**config.mk**
```make
export PLATFORM = sky130hd
export DESIGN_NAME = uart_tx_dev
export DESIGN_NICKNAME = d
export VERILOG_FILES = /design/src/rtl/uart_tx_dev_pkg.sv /design/src/rtl/uart_tx_fifo.sv /design/src/rtl/uart_tx_dev.sv
export SDC_FILE = /design/constraint.sdc
export NUM_CORES = 1
export LEC_CHECK = 0
export ABC_CLOCK_PERIOD_IN_PS = 7750
export CORE_ASPECT_RATIO = 2
export CORE_MARGIN = 4
export CORE_UTILIZATION = 45
export DETAILED_ROUTE_END_ITERATION = 7
export DONT_BUFFER_PORTS = 1
export GPL_TIMING_DRIVEN = 1
export PLACE_DENSITY = 0.71
export SYNTH_ARGS = -nofsm -noshare
export SYNTH_HDL_FRONTEND = slang
export SYNTH_SLANG_ARGS = --single-unit
```
**constraint.sdc**
```tcl
create_clock -name clk -period 7.75 [get_ports clk]
set_input_delay 1.55 -clock clk [delete_from_list [all_inputs] [get_ports clk]]
set_output_delay 1.55 -clock clk [all_outputs]
set_load 0.02 [all_outputs]
```
**src/rtl/uart_tx_dev_pkg.sv**
```systemverilog
// Shared definitions for the memory-mapped UART transmitter: register map,
// bit positions, FSM encoding and frame geometry.
package uart_tx_dev_pkg;

  // Word offsets decoded from Addr[1:0]
  localparam logic [1:0] REG_CTRL    = 2'd0;
  localparam logic [1:0] REG_STATUS  = 2'd1;
  localparam logic [1:0] REG_TXDATA  = 2'd2;
  localparam logic [1:0] REG_DIVISOR = 2'd3;

  // CTRL bit positions
  localparam int CTRL_EN_BIT = 0;
  localparam int CTRL_IE_BIT = 1;

  // STATUS bit positions; the FIFO count occupies a 5-bit field
  localparam int ST_BUSY_BIT  = 0;
  localparam int ST_FULL_BIT  = 1;
  localparam int ST_EMPTY_BIT = 2;
  localparam int ST_OVF_BIT   = 3;
  localparam int ST_COUNT_LSB = 4;
  localparam int ST_COUNT_W   = 5;

  // 8N1 frame: start + 8 data + stop
  localparam int FRAME_BITS = 10;
  localparam int DATA_BITS  = FRAME_BITS - 2;

  typedef enum logic [1:0] {
    S_IDLE  = 2'd0,
    S_START = 2'd1,
    S_DATA  = 2'd2,
    S_STOP  = 2'd3
  } tx_state_e;

  // A divisor of 0 or 1 both mean one clock per bit
  function automatic logic [15:0] eff_div(input logic [15:0] d);
    return (d < 16'd2) ? 16'd1 : d;
  endfunction

endpackage

```
**src/rtl/uart_tx_fifo.sv**
```systemverilog
// Small byte FIFO feeding the transmitter; the head entry is read straight
// out of the storage flops so it is stable for the whole cycle.
module uart_tx_fifo #(
  parameter int DEPTH = 4
) (
  input  logic                   clk,
  input  logic                   rst_n,
  input  logic                   push,
  input  logic [7:0]             push_data,
  input  logic                   pop,
  output logic [7:0]             head,
  output logic                   full,
  output logic                   empty,
  output logic [$clog2(DEPTH):0] count
);

  localparam int AW = $clog2(DEPTH);
  localparam logic [AW:0] FULL_COUNT = DEPTH[AW:0];

  logic [7:0]    mem_q [DEPTH];
  logic [7:0]    mem_d [DEPTH];
  logic [AW-1:0] wr_ptr_q, wr_ptr_d;
  logic [AW-1:0] rd_ptr_q, rd_ptr_d;
  logic [AW:0]   count_q, count_d;

  // Pointer, storage and occupancy update; push and pop together keep count
  always_comb begin
    mem_d    = mem_q;
    wr_ptr_d = wr_ptr_q;
    rd_ptr_d = rd_ptr_q;
    count_d  = count_q;
    if (push) begin
      mem_d[wr_ptr_q] = push_data;
      wr_ptr_d        = wr_ptr_q + 1'b1;
    end
    if (pop) begin
      rd_ptr_d = rd_ptr_q + 1'b1;
    end
    case ({push, pop})
      2'b10:   count_d = count_q + 1'b1;
      2'b01:   count_d = count_q - 1'b1;
      default: count_d = count_q;
    endcase
  end

  // FIFO state registers
  always_ff @(posedge clk or negedge rst_n) begin
    if (!rst_n) begin
      for (int i = 0; i < DEPTH; i++) mem_q[i] <= '0;
      wr_ptr_q <= '0;
      rd_ptr_q <= '0;
      count_q  <= '0;
    end else begin
      mem_q    <= mem_d;
      wr_ptr_q <= wr_ptr_d;
      rd_ptr_q <= rd_ptr_d;
      count_q  <= count_d;
    end
  end

  assign head  = mem_q[rd_ptr_q];
  assign full  = (count_q == FULL_COUNT);
  assign empty = (count_q == '0);
  assign count = count_q;

endmodule

```
**src/rtl/uart_tx_dev.sv**
```systemverilog
// Memory-mapped 8N1 UART transmitter: register file, TX FIFO, baud timing
// and serialiser, with a level interrupt when the transmitter drains.
module uart_tx_dev
  import uart_tx_dev_pkg::*;
#(
  parameter int          FIFO_DEPTH  = 4,
  parameter logic [15:0] DEFAULT_DIV = 16'd868
) (
  input  logic        clk,
  input  logic        reset,
  input  logic [29:0] Addr,
  input  logic        WE,
  input  logic [31:0] Din,
  output logic [31:0] Dout,
  output logic        IRQ,
  output logic        txd
);

  localparam int CW = $clog2(FIFO_DEPTH) + 1;

  logic        en_q, en_d, ie_q, ie_d, ovf_q, ovf_d, irq_q, irq_d;
  logic [15:0] divisor_q, divisor_d;
  tx_state_e   state_q, state_d;
  logic [15:0] baud_q, baud_d, fdiv_q, fdiv_d;
  logic [2:0]  bit_q, bit_d;
  logic [7:0]  shift_q, shift_d;

  logic        fifo_push, fifo_pop, fifo_full, fifo_empty;
  logic [7:0]  fifo_head;
  logic [CW-1:0] fifo_count;
  logic [ST_COUNT_W-1:0] count_ext;
  logic [1:0]  reg_sel;
  logic        busy, baud_done, load;
  logic        unused_bits;

  assign reg_sel     = Addr[1:0];
  assign busy        = (state_q != S_IDLE);
  assign baud_done   = (baud_q == fdiv_q - 16'd1);
  assign count_ext   = ST_COUNT_W'(fifo_count);
  assign unused_bits = &{1'b0, Addr[29:2], Din[31:16]};

  uart_tx_fifo #(.DEPTH(FIFO_DEPTH)) u_fifo (
    .clk       (clk),
    .rst_n     (reset),
    .push      (fifo_push),
    .push_data (Din[7:0]),
    .pop       (fifo_pop),
    .head      (fifo_head),
    .full      (fifo_full),
    .empty     (fifo_empty),
    .count     (fifo_count)
  );

  // Register writes, FIFO push/overflow and next interrupt level
  always_comb begin
    en_d      = en_q;
    ie_d      = ie_q;
    ovf_d     = ovf_q;
    divisor_d = divisor_q;
    fifo_push = 1'b0;
    if (WE) begin
      case (reg_sel)
        REG_CTRL: begin
          en_d = Din[CTRL_EN_BIT];
          ie_d = Din[CTRL_IE_BIT];
        end
        REG_STATUS: ovf_d = 1'b0;
        REG_TXDATA: begin
          if (!fifo_full || fifo_pop) fifo_push = 1'b1;
          else                        ovf_d     = 1'b1;
        end
        default: divisor_d = Din[15:0];
      endcase
    end
    irq_d = ie_d && en_d && fifo_empty && !busy && !fifo_push;
  end

  // Serialiser next state: start/data/stop bit timing and frame chaining
  always_comb begin
    state_d  = state_q;
    baud_d   = baud_q;
    bit_d    = bit_q;
    shift_d  = shift_q;
    fdiv_d   = fdiv_q;
    fifo_pop = 1'b0;
    load     = 1'b0;
    case (state_q)
      S_IDLE: load = en_q && !fifo_empty;
      S_START: begin
        if (baud_done) begin
          baud_d  = '0;
          bit_d   = '0;
          state_d = S_DATA;
        end else begin
          baud_d = baud_q + 16'd1;
        end
      end
      S_DATA: begin
        if (baud_done) begin
          baud_d  = '0;
          shift_d = {1'b0, shift_q[7:1]};
          if (bit_q == 3'(DATA_BITS - 1)) state_d = S_STOP;
          else                            bit_d   = bit_q + 3'd1;
        end else begin
          baud_d = baud_q + 16'd1;
        end
      end
      S_STOP: begin
        if (baud_done) begin
          state_d = S_IDLE;
          load    = en_q && !fifo_empty;
        end else begin
          baud_d = baud_q + 16'd1;
        end
      end
      default: state_d = S_IDLE;
    endcase
    if (load) begin
      fifo_pop = 1'b1;
      shift_d  = fifo_head;
      fdiv_d   = eff_div(divisor_q);
      baud_d   = '0;
      state_d  = S_START;
    end
  end

  // All registers of the device, returning to idle-line values on reset
  always_ff @(posedge clk or negedge reset) begin
    if (!reset) begin
      en_q      <= 1'b0;
      ie_q      <= 1'b0;
      ovf_q     <= 1'b0;
      irq_q     <= 1'b0;
      divisor_q <= DEFAULT_DIV;
      state_q   <= S_IDLE;
      baud_q    <= '0;
      bit_q     <= '0;
      shift_q   <= '0;
      fdiv_q    <= 16'd1;
    end else begin
      en_q      <= en_d;
      ie_q      <= ie_d;
      ovf_q     <= ovf_d;
      irq_q     <= irq_d;
      divisor_q <= divisor_d;
      state_q   <= state_d;
      baud_q    <= baud_d;
      bit_q     <= bit_d;
      shift_q   <= shift_d;
      fdiv_q    <= fdiv_d;
    end
  end

  // Line level follows the current frame position; idle and stop are high
  always_comb begin
    txd = 1'b1;
    case (state_q)
      S_START: txd = 1'b0;
      S_DATA:  txd = shift_q[0];
      default: txd = 1'b1;
    endcase
  end

  // Zero-latency read mux over the register map
  always_comb begin
    Dout = '0;
    case (reg_sel)
      REG_CTRL: begin
        Dout[CTRL_EN_BIT] = en_q;
        Dout[CTRL_IE_BIT] = ie_q;
      end
      REG_STATUS: begin
        Dout[ST_BUSY_BIT]  = busy;
        Dout[ST_FULL_BIT]  = fifo_full;
        Dout[ST_EMPTY_BIT] = fifo_empty;
        Dout[ST_OVF_BIT]   = ovf_q;
        Dout[ST_COUNT_LSB +: ST_COUNT_W] = count_ext;
      end
      REG_TXDATA: Dout = '0;
      default:    Dout[15:0] = divisor_q;
    endcase
  end

  assign IRQ = irq_q;

endmodule

```
==> metrics.txt, run 1 <==
core box area=0.01314 mm^2; flop2flop setup slack=2.64 ns; Async S/R FF share, synth=100.0%; HPWL Detailed=10,620 um; FF+latch area=0.002610 mm^2; CP bufs+invs=3; first-pass GRT wire length=23,900 um; wire length on met2=roughly 8000 um; Reg power frac=~42%; final worst slack=2.639 ns; Power Internal=roughly 1400 uW; number of global-route vias before repair=around 4,500; power share of the combinational group=about 38%; GR Util All Layers=between 10% and 20%; DR top layer=met4; FILL cells=between 1,000 and 1,500; CTS tree=built; Final ANT Viol Nets=0; Worst Tran Pin Value=0.9106 ns; Net Sw Power=899.1 uW; final wirelength=14,490 um; sw frac=between 30% and 40%; Post-synth EDFFs=0; Area after DPL=0.006058 mm^2; Die Span Y=between 150 and 200 um; Slew Limit Fails=0; Finished Layout Cells=between 600 and 700; Final Power=between 2000 and 2500 uW; Critical Path End Type=register; Post-Syn Instances=555; register bit total from synthesis=around 100; critical-path maximum fanout=29; layout net count=approximately 620; total gr overflow=0; outcome=complete, no violations; most common cell after layout, fill and taps aside=dfrtp_1; Reg2Reg Depth=16; Critical Path RT=8.03 ns; Hold Path Stages=1; vias per cell=6.127; worst slack, placed=2.693 ns; worst setup path class=reg -> reg; fmax=0.1957 GHz; met1 WL=approximately 5000 um; Worst VDD drop=243.2 uV; Worst path slowest cell=inv_2; FP Rows=59; post-route clock period utilization=65.95%; initial antenna violation count=0; RR Startpoint=fdiv_q[1]$_DFFE_PN0N_; worst reg2reg path endpoint=u_fifo.count[2]$_DFFE_PN0P_; leakage power=0.002731 uW; Relative slew margins=about two fifths; Synth cell types=66; Setup crit start kind=register; router iterations before antenna repair=4; largest net degree at the start of global routing=around 110; path type of the worst min-delay path=reg -> reg; Setup-failing EPs final=0; Initial Util=46.19%; count of final hold-check violations=0; metal3 WL=565 um; Post-CTS Setup Bufs=0; number of clock sinks=between 100 and 150; Syn Area/Cell=10.94 um^2; routed length per placed instance=roughly 21 um; area grow syn2layout=4.721%; hold path start=u_fifo.mem_q[24]$_DFFE_PN0P_; Worst EP arrival=5.39 ns; Seq/Total Area, Yosys=between 40 and 50%; post-route setup TNS=0 ns; clk root buf=clkbuf_16; I/O pins=99; Worst-Skew Late Latency=0.35 ns; RSZ-0062 raised after global routing=false; DIE AREA=between 0.015 and 0.02 mm^2; Clk pin slew, worst setup/hold paths=0.08 ns; Tmin final=5.111 ns; Max clock buf depth=2; global placement routability congestion=0.8909; Setup Skew=0.007573 ns; routed via count=4,252; diode count=0; Cell Pwr Density=about 360 mW/mm^2; max-cap violation count=0; Yosys Warn Count=0; layout cells sized above 1=17.34%; hold_buf cts=0; width of the die=around 90 um; Top FF cell, synth=dfrtp_1; worst stage delay on the critical path=0.56 ns; DRC Markers=0; most frequent cells in the layout=98 x dfrtp_1, 49 x mux2_2, 26 x nor3_1, 26 x nor2_1, 26 x nand2_1; fin area=0.006356 mm^2; Gates resized, CTS repair=0; dpl cells=678; IO buf count=0; CP delay by family, top=simple AND/OR/NAND/NOR gates; Hold EP=u_fifo.mem_q[24]$_DFFE_PN0P_; clock share of power=19.9%; area taken by multi-input logic gates=0.003191 mm^2; cell area after synthesis=0.006070 mm^2; H-tree levels=3; initial detailed-routing violation count=between 200 and 300; CTS buffer count=9; worst-path cell chain=inv_1, ha_1, nor4b_1, and4b_1, mux2i_1, nor3b_1, o21ba_1, a31oi_4, nand2b_4, inv_2, ha_1, inv_1, fa_1, xor2_1, nor2_1, xor2_1
[kinds of logic after synthesis]
family,Yosys count,synth area share [%]
xor+xnor,29,4.185
buf+inv,62,5.360
mux,94,18.57
compound gates,94,11.54
simple gates,156,14.06
flops,104,43.00
other cells,1,0.06178
fa+ha+maj,15,3.216
[worst max-delay path by stage]
stage	cells past startpoint	end	startpoint	slack, ns
finish	16	u_fifo.count[2]$_DFFE_PN0P_	fdiv_q[1]$_DFFE_PN0N_	2.64
global route	16	u_fifo.count[2]$_DFFE_PN0P_	fdiv_q[1]$_DFFE_PN0N_	2.19
CTS	16	u_fifo.count[2]$_DFFE_PN0P_	fdiv_q[1]$_DFFE_PN0N_	2.66
detailed placement	16	u_fifo.count[2]$_DFFE_PN0P_	fdiv_q[1]$_DFFE_PN0N_	2.69
global placement	16	u_fifo.count[2]$_DFFE_PN0P_	fdiv_q[1]$_DFFE_PN0N_	2.73
floorplan	3	Dout[0]	Addr[1]	3.73
[power by group through the flow]
stage | combinational, uW | sequential [uW] | clock [uW]
after floorplan | 774 | 870 | 0
after CTS | 868 | 969 | 464
after global placement | 831 | 965 | 0
after global routing | 962 | 1000 | 488
after detailed placement | 862 | 980 | 0
final | 867 | 971 | 456
[layout make-up]
cell class | instances | area share [%]
Inverter | 18 | 1.063
Clock buffer | 10 | 3.760
Clock inverter | 6 | 0.9252
Sequential cell | 104 | 41.06
Multi-Input combinational cell | 404 | 50.20
Tap cell | 152 | 2.992
[sequential cells by signal (all words and copies together), names as in the netlist]
| register | cells |
|---|---|
| shift_q | 8 |
| divisor_q | 16 |
| state_q | 2 |
| u_fifo.wr_ptr_q | 2 |
| IRQ | 1 |
| ovf_q | 1 |
| u_fifo.count | 3 |
| u_fifo.rd_ptr_q | 2 |
| fdiv_q | 16 |
| baud_q | 16 |
| u_fifo.mem_q | 32 |
| en_q | 1 |
| bit_q | 3 |
| ie_q | 1 |
[cells in the mapped netlist (all sizes together) (2+ instances only)]
cell type | count | area share [%]
dfstp | 6 | 2.6
and3 | 14 | 1.4
or3 | 8 | 0.82
o211ai | 3 | 0.37
xor2 | 14 | 2.0
nor3b | 4 | 0.49
o21ba | 3 | 0.49
nand3 | 17 | 1.6
o21ai | 24 | 2.7
a32oi | 2 | 0.29
ha | 14 | 2.9
a211oi | 2 | 0.25
a22o | 5 | 0.72
nor2b | 10 | 1.0
o31a | 2 | 0.29
clkbuf | 14 | 0.87
nand2 | 26 | 1.6
mux4 | 8 | 3.0
o21a | 2 | 0.25
xnor2 | 15 | 2.2
buf | 30 | 3.4
a22oi | 9 | 1.1
nand4 | 5 | 0.52
a21oi | 23 | 1.9
or2 | 3 | 0.31
o21bai | 2 | 0.25
nor4 | 8 | 0.82
mux2i | 17 | 2.8
o31ai | 5 | 0.85
nor3 | 26 | 2.1
a21o | 3 | 0.37
dfrtp | 98 | 40
inv | 18 | 1.1
nor2 | 26 | 1.6
mux2 | 69 | 13
[routing by layer]
metal / GRT usage (%) / up-vias
li1: - / 1938
met1: 19.83 / 2147
met2: 36.94 / 123
met3: 3.483 / 44
met4: 12.47 / 0
met5: 0 / -
[through the flow]
stage                     utilization, %  hold slack [ns]
final                              48.37           0.4875
after detailed placement           46.11           0.4716
after CTS                          48.37           0.4896
after global routing               48.37           0.5075
after floorplan                        -           0.4524
after global placement             46.11           0.4633
Power figures use the tool's default switching activity.
==> run 2: changes to the inputs <==
Settings changed: ABC_CLOCK_PERIOD_IN_PS 7750 to 4750.
Clock period 7.75 ns to 4.75 ns, I/O delays scaled along.
==> run 2 against run 1 <==
Against the previous run: sequential power up 63%; sequential share of layout area down 0.14 points; clock skew up 0.0029 ns; worst hold slack worse by 0.21 ns; via count up 0.33%; die area unchanged; register-to-register slack worse by 2.2 ns; first-iteration DRC count up 19%; clock power up 61%; critical path type unchanged; critical endpoint unchanged.
==> metrics.txt, run 2 (synthesis gave the netlist of run 1 again) <==
initial antenna violation count=0; fmax=around 0.23 GHz; Critical Path RT=5.03 ns; worst setup path class=reg -> reg; area grow syn2layout=5.092%; IO buf count=0; FF+latch area=around 0.0026 mm^2; number of clock sinks=104; area taken by multi-input logic gates=0.003191 mm^2; leakage power=roughly 0.0027 uW; Initial Util=46.19%; H-tree levels=3; Worst Tran Pin Value=0.8669 ns; diode count=0; routed length per placed instance=20.40 um; Cell Pwr Density=588.0 mW/mm^2; Relative slew margins=42.08%; Clk pin slew, worst setup/hold paths=about 0.080 ns; post-route clock period utilization=89.72%; hold_buf cts=0; post-route setup TNS=0 ns; layout cells sized above 1=17.80%; first-pass GRT wire length=22,600 um; global placement routability congestion=0.8521; Die Span Y=172.2 um; max-cap violation count=0; GR Util All Layers=a little under a fifth; outcome=complete, no violations; FILL cells=roughly 1,200; most frequent cells in the layout=98 x dfrtp_1, 49 x mux2_2, 26 x nor3_1, 26 x nor2_1, 26 x nand2_1; router iterations before antenna repair=6; vias per cell=6.121; core box area=0.01314 mm^2; max FFs per register=32; Gates resized, CTS repair=0; I/O pins=99; Setup crit start kind=register; number of global-route vias before repair=4,441; final wirelength=14,220 um; total gr overflow=0; worst slack, placed=~0.52 ns; routed via count=4,266; HPWL Detailed=10,720 um; Post-CTS Setup Bufs=0; final worst slack=0.4885 ns; DIE AREA=0.01552 mm^2; width of the die=90.12 um; largest net degree at the start of global routing=105; critical-path maximum fanout=13; Critical Path End Type=register; Tmin final=4.262 ns; CTS tree=built; Slew Limit Fails=0; Final ANT Viol Nets=0; Max clock buf depth=2; initial detailed-routing violation count=about 300; Worst EP arrival=4.54 ns; layout net count=620; count of final hold-check violations=0; Worst VDD drop=around 380 uV; Worst-Skew Late Latency=approximately 0.35 ns; clk root buf=clkbuf_16; Most flops, register=u_fifo.mem_q; Setup-failing EPs final=0; DRC Markers=0; FP Rows=59; RSZ-0062 raised after global routing=false; path type of the worst min-delay path=in -> async; CTS buffer count=9; Setup Skew=between 0.01 and 0.015 ns; most common cell after layout, fill and taps aside=dfrtp_1
-- run 2: layout make-up --
type	instances	area share, %
clock inverter	7	1.138
tap	152	2.982
timing repair buffer	3	0.3531
clock buffer	9	3.531
multi-input combinational	404	50.02
sequential	104	40.92
inverter	18	1.059
-- run 2: critical path, cell delays in order, from the launching register on --
cell and delay (ns):
dfrtp_1 0.45, inv_1 0.08, ha_1 0.31, or4b_4 0.53, nor4_1 0.35, xnor2_1 0.19
nor2_1 0.05, and4_1 0.32, a31oi_4 0.48, o21bai_1 0.27, inv_1 0.11, ha_1 0.19
inv_1 0.06, fa_1 0.37, xor2_1 0.15, nor2_1 0.12, xor2_1 0.16
-- run 2: worst paths after layout --
check | startpoint | to | slack [ns] | cells past startpoint
min reg2reg | u_fifo.mem_q[9]$_DFFE_PN0P_ | u_fifo.mem_q[9]$_DFFE_PN0P_ | 0.49 | 1
min in group clk | u_fifo.mem_q[9]$_DFFE_PN0P_ | u_fifo.mem_q[9]$_DFFE_PN0P_ | 0.49 | 1
max in group asynchronous | reset | fdiv_q[0]$_DFFE_PN1N_ | 4.21 | 0
max reg2reg | fdiv_q[1]$_DFFE_PN0N_ | u_fifo.count[2]$_DFFE_PN0P_ | 0.49 | 16
min | reset | shift_q[1]$_DFFE_PN0P_ | 0.28 | 0
max | fdiv_q[1]$_DFFE_PN0N_ | u_fifo.count[2]$_DFFE_PN0P_ | 0.49 | 16
-- run 2: layer usage --
metal,part of all wire [%],track usage [%]
met1,34,17.29
met5,0,0
met2,57,37.62
met3,3.8,2.569
met4,5.3,11.41
-- run 2: report_power, final --
part | internal [uW] | switching [uW]
logic | 684 | 748
registers | 1220 | 361
clock network | 371 | 362
total | 2280 | 1470
-- run 2: metrics by stage --
step	total power, uW	util [%]	hold slack [ns]	instances	instance area (um^2)
final	3751	48.54	0.2824	697	6379
after global routing	3992	48.54	0.2696	697	6379
after CTS	3764	48.54	0.2765	697	6379
after detailed placement	3023	46.28	0.4852	681	6081
after global placement	2941	46.28	0.4660	681	6081
after floorplan	2682	-	0.4524	570	6126
==> run 3: changes to the inputs <==
Settings changed: PLACE_DENSITY 0.71 to unset.
==> run 3 against run 2 <==
Against the previous run: combinational power hardly changed; power is 0.31% higher; sequential share of layout area hardly changed; die area stayed put; sequential power hardly changed; worst setup slack worse by 0.040 ns; clock-buffer cell count is 1 higher; cell count is 0.14% higher; fmax is 0.92% lower; first-iteration DRC count is 14% lower; worst hold slack better by 0.0076 ns; critical path type unchanged; highest routed layer unchanged.
==> metrics.txt, run 3 (synthesis gave the netlist of run 1 again) <==
vias per cell=around 6; CTS buffer count=9; HPWL Detailed=10,970 um; initial antenna violation count=0; width of the die=between 90 and 100 um; Tmin final=4.301 ns; count of final hold-check violations=0; DIE AREA=0.01552 mm^2; total gr overflow=0; I/O pins=99; Max clock buf depth=2; flop2flop setup slack=roughly 0.45 ns; path type of the worst min-delay path=in -> async; Relative slew margins=41.93%; max FFs per register=32; max-cap violation count=0; Critical Path RT=around 5 ns; critical-path maximum fanout=12; layout net count=between 600 and 700; most used cell along the critical path=xor2_1; Setup crit start kind=register; post-route clock period utilization=90.55%; worst reg2reg path endpoint=u_fifo.count[2]$_DFFE_PN0P_; FP Rows=59; hold_buf cts=0; Worst-Skew Late Latency=0.35 ns; Worst Tran Pin Value=between 0.8 and 0.9 ns; Finished Layout Cells=around 700; first-pass GRT wire length=23,380 um; Worst EP arrival=4.57 ns; Gates resized, CTS repair=0; router iterations before antenna repair=5; most common cell after layout, fill and taps aside=dfrtp_1; routed via count=4,208; global placement routability congestion=0.8754; CP bufs+invs=3; DR top layer=met4; Initial Util=46.19%; GR Util All Layers=19.30%; final wirelength=14,490 um; Most flops, register=u_fifo.mem_q; number of clock sinks=104; outcome=complete, no violations; diode count=0; worst stage delay on the critical path=0.52 ns; number of global-route vias before repair=roughly 4,400; CP delay by family, top=simple AND/OR/NAND/NOR gates; DRC Markers=0; Setup-failing EPs final=0; Reg2Reg Depth=16; routed length per placed instance=20.76 um; IO buf count=0; Die Span Y=172.2 um; area taken by multi-input logic gates=0.003191 mm^2; most frequent cells in the layout=98 x dfrtp_1, 49 x mux2_2, 26 x nor3_1, 26 x nor2_1, 26 x nand2_1; worst slack, placed=0.5702 ns; Critical Path End Type=register; largest net degree at the start of global routing=105; Worst path slowest cell=nor4b_1; Cell Pwr Density=589.1 mW/mm^2; fmax=around 0.23 GHz; leakage power=0.002751 uW; CTS tree=built; H-tree levels=3; clk root buf=clkbuf_16; metal3 WL=between 400 and 500 um; RSZ-0062 raised after global routing=false; core box area=0.01314 mm^2; area grow syn2layout=5.215%; FF+latch area=0.002610 mm^2; Worst VDD drop=350.9 uV; Final Util=48.60%; Final Power=3762 uW; Slew Limit Fails=0; met1 WL=around 5100 um; post-route setup TNS=0 ns; worst setup path class=reg -> reg; Setup Skew=around 0.012 ns; layout cells sized above 1=17.95%; worst-path cell chain=inv_1, ha_1, nor4b_1, and4b_1, xor2_1, o31ai_1, o21ba_1, a31oi_4, nand2b_4, inv_2, ha_1, inv_1, fa_1, xor2_1, nor2_1, xor2_1; final worst slack=0.4488 ns; FILL cells=about 1,200; Final ANT Viol Nets=0; initial detailed-routing violation count=~260; RR Startpoint=fdiv_q[1]$_DFFE_PN0N_; Post-CTS Setup Bufs=0; dpl cells=between 600 and 700; wire length on met2=around 8300 um; Clk pin slew, worst setup/hold paths=0.07 ns
[run 3: cell count changes in the layout (fill, tap and decap cells not counted)]
cell	change
clkinv_8	-1
buf_4	+1
inv_8	+1
clkbuf_8	+1
clkinv_4	-1
[run 3: report_power, final]
group / switching, uW / internal, uW / total (uW)
Combinational: 751 / 687 / 1440
Clock: 360 / 384 / 745
Sequential: 357 / 1220 / 1580
Total: 1470 / 2290 / 3760
[run 3: final cells by class]
type                    count  area share (%)
clock inverters             6          0.9208
clock buffers              10           3.742
repair buffers              4          0.4702
well taps                 152           2.978
flip-flops and latches    104           40.87
inverters                  18           1.058
multi-input cells         404           49.96
[run 3: worst max path at each step]
| stage | startpoint | end | slack (ns) | depth (start not counted) |
|---|---|---|---|---|
| after floorplan | fdiv_q[1]$_DFFE_PN0N_ | u_fifo.count[2]$_DFFE_PN0P_ | 0.89 | 20 |
| after detailed placement | fdiv_q[1]$_DFFE_PN0N_ | u_fifo.count[2]$_DFFE_PN0P_ | 0.57 | 16 |
| after CTS | fdiv_q[1]$_DFFE_PN0N_ | u_fifo.count[2]$_DFFE_PN0P_ | 0.53 | 16 |
| after global routing | fdiv_q[1]$_DFFE_PN0N_ | u_fifo.count[2]$_DFFE_PN0P_ | 0.21 | 16 |
| after global placement | fdiv_q[1]$_DFFE_PN0N_ | u_fifo.count[2]$_DFFE_PN0P_ | 0.61 | 16 |
| final | fdiv_q[1]$_DFFE_PN0N_ | u_fifo.count[2]$_DFFE_PN0P_ | 0.45 | 16 |
[run 3: stage by stage]
step | area [um^2] | hold WS, ns
after global placement | 6088 | 0.4625
after CTS | 6386 | 0.2831
after floorplan | 6126 | 0.4524
after global routing | 6386 | 0.2724
after detailed placement | 6088 | 0.4811
final | 6386 | 0.2900
[run 3: routing by layer]
layer,GRT usage (%),vias up
met5,0,-
met4,8.739,0
met3,3.004,36
met2,38.40,94
met1,19.48,2126
li1,-,1952
[run 3: worst reg2reg max path, stage by stage (launching register included)]
cell,delay (ns)
dfrtp_1,0.48
inv_1,0.09
ha_1,0.36
nor4b_1,0.52
and4b_1,0.36
xor2_1,0.09
o31ai_1,0.48
o21ba_1,0.29
a31oi_4,0.13
nand2b_4,0.26
inv_2,0.12
ha_1,0.19
inv_1,0.07
fa_1,0.37
xor2_1,0.16
nor2_1,0.11
xor2_1,0.15
